<file path="src/rtl/teclado_ps2_if.sv">
// rtl/teclado_ps2_if.sv - PS/2 pin and decoded key bundle for teclado_ps2
interface teclado_ps2_if;
  logic       PS2_CLK;
  logic       PS2_DAT;
  logic [3:0] keysout;
  logic [7:0] codigo;
  logic       codigo_valido;
  logic       erro_quadro;

  // master: board/bench side driving the PS/2 lines and reading keys
  modport master (
    output PS2_CLK, PS2_DAT,
    input  keysout, codigo, codigo_valido, erro_quadro
  );

  // slave: the receiver itself
  modport slave (
    input  PS2_CLK, PS2_DAT,
    output keysout, codigo, codigo_valido, erro_quadro
  );
endinterface

</file>
<file path="src/rtl/teclado_ps2.sv">
// rtl/teclado_ps2.sv - PS/2 keyboard receiver and key-state decoder (option: TECLADO_SETAS_EN maps E0 arrow/keypad-enter codes)
module teclado_ps2 #(
  parameter int FILTRO         = 8,
  parameter int TIMEOUT_CICLOS = 50000
) (
  input  logic           CLOCK_50,
  input  logic           reset,
  teclado_ps2_if.slave   bus
);

  localparam int FILT_W = $clog2(FILTRO + 1);
  localparam int TMO_W  = $clog2(TIMEOUT_CICLOS + 1);
  localparam logic [FILT_W-1:0] FILT_MAX = FILT_W'(FILTRO - 1);
  localparam logic [TMO_W-1:0]  TMO_MAX  = TMO_W'(TIMEOUT_CICLOS - 1);

  typedef enum logic [1:0] {
    IDLE     = 2'd0,
    DADOS    = 2'd1,
    PARIDADE = 2'd2,
    PARADA   = 2'd3
  } estado_t;

  // synchronisers reset to the idle line level so no edge is seen after reset
  logic ps2c_s1_q, ps2c_s2_q, ps2d_s1_q, ps2d_s2_q;

  logic              clk_f_q, clk_f_d;
  logic [FILT_W-1:0] filt_cnt_q, filt_cnt_d;
  logic              queda_q, queda_d;

  estado_t           state_q, state_d;
  logic [7:0]        shift_q, shift_d;
  logic [2:0]        bit_cnt_q, bit_cnt_d;
  logic              par_q, par_d;
  logic [TMO_W-1:0]  tmo_q, tmo_d;

  logic [7:0]        codigo_q, codigo_d;
  logic              valido_q, valido_d;
  logic              erro_q, erro_d;
  logic [3:0]        keys_q, keys_d;
  logic              pend_e0_q, pend_e0_d;
  logic              pend_f0_q, pend_f0_d;

  logic              accept, frame_err;
  logic              hit;
  logic [1:0]        idx;

  // two-flop synchronisers for both raw PS/2 pins
  always_ff @(posedge CLOCK_50 or negedge reset) begin
    if (!reset) begin
      ps2c_s1_q <= 1'b1;
      ps2c_s2_q <= 1'b1;
      ps2d_s1_q <= 1'b1;
      ps2d_s2_q <= 1'b1;
    end else begin
      ps2c_s1_q <= bus.PS2_CLK;
      ps2c_s2_q <= ps2c_s1_q;
      ps2d_s1_q <= bus.PS2_DAT;
      ps2d_s2_q <= ps2d_s1_q;
    end
  end

  // glitch filter: the filtered clock follows only after FILTRO differing samples in a row
  always_comb begin
    clk_f_d    = clk_f_q;
    filt_cnt_d = '0;
    if (ps2c_s2_q != clk_f_q) begin
      if (filt_cnt_q == FILT_MAX) begin
        clk_f_d = ps2c_s2_q;
      end else begin
        filt_cnt_d = filt_cnt_q + FILT_W'(1);
      end
    end
    queda_d = clk_f_q & ~clk_f_d;
  end

  // filter and falling-edge pulse registers
  always_ff @(posedge CLOCK_50 or negedge reset) begin
    if (!reset) begin
      clk_f_q    <= 1'b1;
      filt_cnt_q <= '0;
      queda_q    <= 1'b0;
    end else begin
      clk_f_q    <= clk_f_d;
      filt_cnt_q <= filt_cnt_d;
      queda_q    <= queda_d;
    end
  end

  // frame FSM, inactivity timeout and make/break decoder
  always_comb begin
    state_d   = state_q;
    shift_d   = shift_q;
    bit_cnt_d = bit_cnt_q;
    par_d     = par_q;
    tmo_d     = tmo_q;
    codigo_d  = codigo_q;
    valido_d  = 1'b0;
    erro_d    = 1'b0;
    keys_d    = keys_q;
    pend_e0_d = pend_e0_q;
    pend_f0_d = pend_f0_q;
    accept    = 1'b0;
    frame_err = 1'b0;
    hit       = 1'b0;
    idx       = 2'd0;

    if (state_q == IDLE || queda_q) begin
      tmo_d = '0;
    end else begin
      tmo_d = tmo_q + TMO_W'(1);
    end

    case (state_q)
      IDLE: begin
        if (queda_q && !ps2d_s2_q) begin
          state_d   = DADOS;
          bit_cnt_d = 3'd0;
        end
      end
      DADOS: begin
        if (queda_q) begin
          shift_d   = {ps2d_s2_q, shift_q[7:1]};
          bit_cnt_d = bit_cnt_q + 3'd1;
          if (bit_cnt_q == 3'd7) begin
            state_d = PARIDADE;
          end
        end
      end
      PARIDADE: begin
        if (queda_q) begin
          par_d   = ps2d_s2_q;
          state_d = PARADA;
        end
      end
      PARADA: begin
        if (queda_q) begin
          if (ps2d_s2_q && ((^shift_q) ^ par_q)) begin
            accept = 1'b1;
          end else begin
            frame_err = 1'b1;
          end
          state_d = IDLE;
        end
      end
      default: state_d = IDLE;
    endcase

    // a stalled line abandons the frame; the partial byte is never reported
    if (state_q != IDLE && !queda_q && tmo_q == TMO_MAX) begin
      state_d   = IDLE;
      frame_err = 1'b1;
      tmo_d     = '0;
    end

    if (!pend_e0_q) begin
      case (shift_q)
        8'h23: begin hit = 1'b1; idx = 2'd0; end
        8'h29: begin hit = 1'b1; idx = 2'd1; end
        8'h1C: begin hit = 1'b1; idx = 2'd2; end
        8'h5A: begin hit = 1'b1; idx = 2'd3; end
        default: ;
      endcase
    end
`ifdef TECLADO_SETAS_EN
    else begin
      case (shift_q)
        8'h74: begin hit = 1'b1; idx = 2'd0; end
        8'h6B: begin hit = 1'b1; idx = 2'd2; end
        8'h5A: begin hit = 1'b1; idx = 2'd3; end
        default: ;
      endcase
    end
`endif

    if (frame_err) begin
      erro_d    = 1'b1;
      pend_e0_d = 1'b0;
      pend_f0_d = 1'b0;
    end

    if (accept) begin
      codigo_d = shift_q;
      valido_d = 1'b1;
      if (shift_q == 8'hE0) begin
        pend_e0_d = 1'b1;
      end else if (shift_q == 8'hF0) begin
        pend_f0_d = 1'b1;
      end else begin
        // writing the same level on a typematic repeat keeps the bit steady
        if (hit) begin
          keys_d[idx] = ~pend_f0_q;
        end
        pend_e0_d = 1'b0;
        pend_f0_d = 1'b0;
      end
    end
  end

  // frame, decoder and output registers
  always_ff @(posedge CLOCK_50 or negedge reset) begin
    if (!reset) begin
      state_q   <= IDLE;
      shift_q   <= 8'h00;
      bit_cnt_q <= 3'd0;
      par_q     <= 1'b0;
      tmo_q     <= '0;
      codigo_q  <= 8'h00;
      valido_q  <= 1'b0;
      erro_q    <= 1'b0;
      keys_q    <= 4'b0000;
      pend_e0_q <= 1'b0;
      pend_f0_q <= 1'b0;
    end else begin
      state_q   <= state_d;
      shift_q   <= shift_d;
      bit_cnt_q <= bit_cnt_d;
      par_q     <= par_d;
      tmo_q     <= tmo_d;
      codigo_q  <= codigo_d;
      valido_q  <= valido_d;
      erro_q    <= erro_d;
      keys_q    <= keys_d;
      pend_e0_q <= pend_e0_d;
      pend_f0_q <= pend_f0_d;
    end
  end

  assign bus.keysout       = keys_q;
  assign bus.codigo        = codigo_q;
  assign bus.codigo_valido = valido_q;
  assign bus.erro_quadro   = erro_q;

endmodule

</file>
<file path="src/flat_wrapper.sv">
// flat-port wrapper written by rule: the top's interface ports become plain ports
module teclado_ps2_flat 
#(
  parameter int FILTRO         = 8,
  parameter int TIMEOUT_CICLOS = 50000
)
  (CLOCK_50, reset, bus_PS2_CLK, bus_PS2_DAT, bus_keysout, bus_codigo, bus_codigo_valido, bus_erro_quadro);
  teclado_ps2_if bus_i ();
  input  logic CLOCK_50;
  input  logic reset;
  input wire logic [$bits(bus_i.PS2_CLK)-1:0] bus_PS2_CLK;
  input wire logic [$bits(bus_i.PS2_DAT)-1:0] bus_PS2_DAT;
  output wire logic [$bits(bus_i.keysout)-1:0] bus_keysout;
  output wire logic [$bits(bus_i.codigo)-1:0] bus_codigo;
  output wire logic [$bits(bus_i.codigo_valido)-1:0] bus_codigo_valido;
  output wire logic [$bits(bus_i.erro_quadro)-1:0] bus_erro_quadro;
  assign bus_i.PS2_CLK = bus_PS2_CLK;
  assign bus_i.PS2_DAT = bus_PS2_DAT;
  assign bus_keysout = bus_i.keysout;
  assign bus_codigo = bus_i.codigo;
  assign bus_codigo_valido = bus_i.codigo_valido;
  assign bus_erro_quadro = bus_i.erro_quadro;
  teclado_ps2 #(.FILTRO(FILTRO), .TIMEOUT_CICLOS(TIMEOUT_CICLOS)) u_core (.CLOCK_50(CLOCK_50), .reset(reset), .bus(bus_i));
endmodule
</file>
<file path="config.mk">
export PLATFORM = sky130hd
export DESIGN_NAME = teclado_ps2_flat
export DESIGN_NICKNAME = d
export VERILOG_FILES = /design/src/rtl/teclado_ps2_if.sv /design/src/rtl/teclado_ps2.sv /design/src/flat_wrapper.sv
export SDC_FILE = /design/constraint.sdc
export NUM_CORES = 1
export LEC_CHECK = 0
export ABC_CLOCK_PERIOD_IN_PS = 2700
export CAP_MARGIN = 20
export CORE_MARGIN = 2
export CORE_UTILIZATION = 45
export DETAILED_ROUTE_END_ITERATION = 10
export PLACE_DENSITY = 0.63
export SYNTH_ARGS = -nofsm -noshare
export SYNTH_HDL_FRONTEND = slang
export SYNTH_SLANG_ARGS = --single-unit
</file>
<file path="constraint.sdc">
create_clock -name CLOCK_50 -period 2.7 [get_ports CLOCK_50]
set_input_delay 0.54 -clock CLOCK_50 [delete_from_list [all_inputs] [get_ports CLOCK_50]]
set_output_delay 0.54 -clock CLOCK_50 [all_outputs]
set_load 0.05 [all_outputs]
</file>
### Word-level counts from Yosys, hierarchy flattened

Index checks and enable logic that the tools add are counted.

| word-level totals | value |
|---|---|
| flip-flop bits (word level) | 56 |
| bits of input ports | 4 |
| output and inout bits | 14 |
| logic and storage cells | 107 |

| operators by class | value |
|---|---|
| add/subtract/negate cells | 3 |
| magnitude comparators | 2 |
| equality and inequality tests | 20 |
| muxes and demuxes | 40 |
| bitwise logic cells | 6 |
| reduce and logical (&&, ||, !) cells | 18 |

Operators by type and width:

| kind | number |
|---|---|
| $mux W16 | 2 |
| $mux W1 | 22 |
| $add A16 B1 Y16 const B | 1 |
| $eq A16 B16 Y1 const B | 1 |
| $eq A8 B6 Y1 const B | 2 |
| $eq A8 B8 Y1 const B | 2 |
| $mux W2 | 7 |
| $ne A3 B1 Y1 const B | 4 |
| $eq A8 B5 Y1 const B | 1 |
| $eq A8 B7 Y1 const B | 1 |
| $mux W4 | 2 |
| $pmux W2 S4 | 1 |
| $reduce_xor A8 Y1 | 1 |
| $mux W3 | 2 |
| $pmux W2 S3 | 1 |
| $pmux W3 S2 | 1 |
| $logic_and A1 B1 Y1 | 5 |
| $reduce_and A5 Y1 | 1 |
| $add A4 B1 Y4 const B | 1 |
| $bwmux W4 | 1 |
| $eq A2 B2 Y1 const B | 2 |
| $eq A4 B3 Y1 const B | 1 |
| $not A1 Y1 | 4 |
| $reduce_and A2 Y1 | 2 |
| 19 further kinds | 21 |

### Depth between registers and ports, before layout

| logic depth | value |
|---|---|
| depth in word-level cells | 11 |
| depth in mapped cells | 8 |
| gate-level depth less buffers | 6 |

### Worst setup path after synthesis

No wires, ideal clock.

| timing | value |
|---|---|
| path type | register to register |
| from | register u_core.shift_q[1] |
| to | register u_core.codigo_q[0], in the netlist u_core.bus.codigo[0] |
| setup time | 0.125 ns |
| arrival | 1.951 ns |
| required time | 2.575 ns |
| slack | 0.624 ns |
| cell stages (with the launch flop) | 8 |
| buffers on the path | 1 |
| period minus slack after synthesis | 2.076 ns |
| path through | dfrtp_1 inv_1 ha_1 xnor3_1 xnor2_2 nand2_2 buf_6 mux2_4 |

| between the ends | value |
|---|---|
| cells in the longest elaborated chain, start to end | 6 |

Ends and longest elaborated chain:

| what | line | RTL |
|---|---|---|
| from (decl) | teclado_ps2.sv:31 | `logic [7:0] shift_q, shift_d;` |
| from (signal assigned) | teclado_ps2.sv:215 | `shift_q <= shift_d;` |
| $reduce_xor A8 Y1 | teclado_ps2.sv:137 | `if (ps2d_s2_q && ((^shift_q) ^ par_q)) begin` |
| $xor A1 B1 Y1 | teclado_ps2.sv:137 |  |
| $logic_and A1 B1 Y1 | teclado_ps2.sv:137 |  |
| $mux W1 | teclado_ps2.sv:137 |  |
| $mux W1 | teclado_ps2.sv:136 | `if (queda_q) begin` |
| $mux W1 | teclado_ps2.sv:113 | `case (state_q)` |
| to (signal assigned) | teclado_ps2.sv:219 | `codigo_q <= codigo_d;` |
| to (decl) | teclado_ps2.sv:36 | `logic [7:0] codigo_q, codigo_d;` |

Every way passes these cells.
A chain may end at the register's enable or synchronous reset.

### Worst setup path after layout

| timing | value |
|---|---|
| from | register u_core.shift_q[1] |
| to | register u_core.codigo_q[7], in the netlist u_core.bus.codigo[7] |

Same word-level chain as after synthesis.

==> impl_results.md <==
- Warnings, synthesis: 0
- Area share of the largest cell type after synthesis: 44.6%
- # nets final: 305
- Reg2reg end: u_core.bus.codigo[7]
- Syn Nets: 285
- Ys flop type: dfrtp_1
- #FFs+latches synth: 56
- Finish-stage setup viols: 0
- Clock transition at path regs: about 100 ps
- Reg2Reg Depth: 6
- Die area: 0.00702 mm^2
- Final Core Density: 51.5%
- Final min period: about 2100 ps
- FMAX: 0.466 GHz
- GP Congestion: 0.800
- Via/cell ratio: 5.27
- Die H: between 80 and 90 um
- GRT Total Usage: 14.8%
- Worst Path Max Fanout: 11
- Worst-skew pair later-pin latency: 310 ps
- DR DRC count: 0
- Cts bufs inserted: 5
- WS Path Type: reg2reg
- Initial Utilization: 45.9%
- Area grow syn2layout: 12.3%
- RSZ-0062 raised after global routing: no
- Fin crit share: between 70% and 80%
- Clk buf depth: 2
- PwrDens: between 400 and 500 mW/mm^2
- Worst EP arrival: between 2000 and 2500 ps
- Setup_tns: 0 ps
- Io pins: 18
- Antenna violations before repair: 0
- Count leader, synth: dfrtp_1
- Hold_buf cts: 0
- Post-Synthesis Cells: 260
- Synth cell types: 47
- Cell row count: 29
- Most frequent cells after synthesis: dfrtp_1 (51), inv_1 (23), ha_1 (21)
- Max cap viols: 0
- FF-to-FF Start: u_core.shift_q[1]
- DRT Wirelength: approximately 4800 um
- Synth top area cells: dfrtp_1 (45%), ha_1 (9.2%), dfstp_2 (4.6%)
- Via Count: 1888
- Global-route wire length before repair: 8380 um
- Post-CTS setup buffers: 0
- Synth Area per Inst: 11.0 um^2
- 1st-iter DRT viols: 58
- Leakage: 1.44 nW
- Slew @ Worst Pin: 566 ps
- Max transition margin: 62.3%
- Number of global-route vias before repair: 1863
- Clock tree sinks: 56
- R2R Setup Slk: 560 ps
- Max VDD drop: 0.000222 V
- Min-delay worst type: in2async
- Largest net degree at the start of global routing: 34
- Dpl hpwl: 3470 um
- Ys async rst share: 100%
- Placed cell areas: around 0.0031 mm^2
- Worst EP required: 2910 ps
- Die width: 83.8 um
- Clk_skew: 12.2 ps
- WL/cell: between 10 and 15 um
- Syn Std Cell Area: between 0.002 and 0.003 mm^2
- TritonCTS clock tree: done
- Startpoint Class: flip-flop
- Antenna-violating nets left: 0
- Final Cell Area: 0.00322 mm^2
- Yosys top cell by area: dfrtp_1
- Share of layout cells above drive strength 1: 12.8%
- PostCTS Resize Cnt: 0
- H-tree levels: 2
- Slew Viols, Final: 0
- Global route overflow: 0
- Seq/Total Area, Yosys: 49.1%
- Area of the core: 0.00624 mm^2
- CP Capture Type: flip-flop
- Number of synthesized flops with an enable pin: 0
- Clk Tree Root Cell: clkbuf_8
- Port-buffer cells: 17
- Fillers: 566
- Status: finished clean
- # diodes: 0
- Final Hold Vio Count: 0
- Drt pass-1 iters: 4
## registers in the layout, indices dropped and copies added (netlist names)
register and cells:
u_core.bit_cnt_q 3, u_core.bus.codigo 8, u_core.bus.codigo_valido 1, u_core.bus.erro_quadro 1, u_core.bus.keysout 4, u_core.clk_f_q 1
u_core.filt_cnt_q 4, u_core.par_q 1, u_core.pend_e0_q 1, u_core.pend_f0_q 1, u_core.ps2c_s1_q 1, u_core.ps2c_s2_q 1
u_core.ps2d_s1_q 1, u_core.ps2d_s2_q 1, u_core.queda_q 1, u_core.shift_q 8, u_core.state_q 2, u_core.tmo_q 16
## metrics by stage
stage / power, W / setup WS (ps) / cells / hold slack, ps
after floorplan: 0.000956 / 624 / 260 / 244
final: 0.00145 / 556 / 358 / 203
after CTS: 0.00147 / 542 / 358 / 222
after global routing: 0.00153 / 494 / 358 / 243
after global placement: 0.000990 / 596 / 350 / 346
after detailed placement: 0.000991 / 564 / 350 / 348
## layout make-up
class	instances	area (um^2)	area share [%]
Inverter	23	86.3	2.68
Clock buffer	6	82.6	2.57
Sequential cell	56	1410	43.8
Clock inverter	2	15.0	0.467
Tap cell	77	96.3	2.99
Timing Repair Buffer	19	193	5.99
Multi-Input combinational cell	175	1340	41.5
## placed cells by master (no fill, tap or decap), types with 2 or more instances in the layout
| master | Yosys | final |
|---|---|---|
| dfrtp_1 | 51 | 51 |
| inv_1 | 23 | 23 |
| ha_1 | 21 | 21 |
| nor2_1 | 20 | 20 |
| nand2_1 | 19 | 19 |
| clkdlybuf4s50_1 | 0 | 16 |
| xnor2_1 | 11 | 11 |
| nand4_1 | 11 | 11 |
| o21ai_0 | 11 | 11 |
| nand3_1 | 7 | 7 |
| mux2_4 | 7 | 7 |
| mux2i_1 | 6 | 6 |
| clkbuf_8 | 0 | 6 |
| a21oi_1 | 5 | 5 |
| mux2_2 | 5 | 5 |
| dfstp_2 | 5 | 5 |
| nor3_1 | 4 | 4 |
| xor2_1 | 4 | 4 |
| and3_1 | 4 | 4 |
| or3_1 | 3 | 3 |
| nor4_1 | 3 | 3 |
| and4_1 | 3 | 3 |
| nor2b_1 | 2 | 2 |
| nor3b_1 | 2 | 2 |
| or2_2 | 2 | 2 |
| a41oi_1 | 2 | 2 |
| o32ai_1 | 2 | 2 |
| o2111ai_1 | 2 | 2 |
| a22o_1 | 2 | 2 |
| clkinvlp_4 | 0 | 2 |
## cells by family after synthesis
family,after synthesis,share of synthesized area [%]
adders and majority gates,21,9.17
and+or+nand+nor,89,16.6
AOI/OAI and AO/OA,30,7.21
DFF,56,49.1
xor gates and xnor gates,17,5.94
buffers and inverters,29,4.19
muxes,18,7.73
## critical path: stages, from the launching register on
cell and delay, ps:
dfrtp_1 430, inv_1 100, ha_1 270, xnor3_1 410, xnor2_2 160, nand2_2 290, mux2_2 370
## power breakdown
part / leakage [nW] / switching [W] / total [W] / internal (W)
combinational: 0.637 / 0.0000422 / 0.0000798 / 0.0000377
sequential: 0.763 / 0.0000216 / 0.000894 / 0.000873
clock: 0.0434 / 0.000268 / 0.000476 / 0.000208
total: 1.44 / 0.000331 / 0.00145 / 0.00112
## routing by layer
layer | track usage [%] | vias to the layer above | routed length [um] | share of wire (%)
met2 | 25.2 | 18 | 2360 | 49
met1 | 18.6 | 921 | 2280 | 47
met3 | 3.26 | 4 | 114 | 2.4
met4 | 5.57 | 0 | 63 | 1.3
li1 | - | 945 | - | -
met5 | 0 | - | 0 | 0
## worst max path at each step
stage,start,endpoint,cells past startpoint
after floorplan,u_core.shift_q[1],u_core.bus.codigo[0],7
after global placement,u_core.shift_q[1],u_core.bus.codigo[7],6
after detailed placement,u_core.shift_q[1],u_core.bus.codigo[7],6
after CTS,u_core.shift_q[1],u_core.bus.codigo[7],6
after global routing,u_core.shift_q[1],u_core.bus.codigo[7],6
final,u_core.shift_q[1],u_core.bus.codigo[7],6
Power figures use the tool's default switching activity.
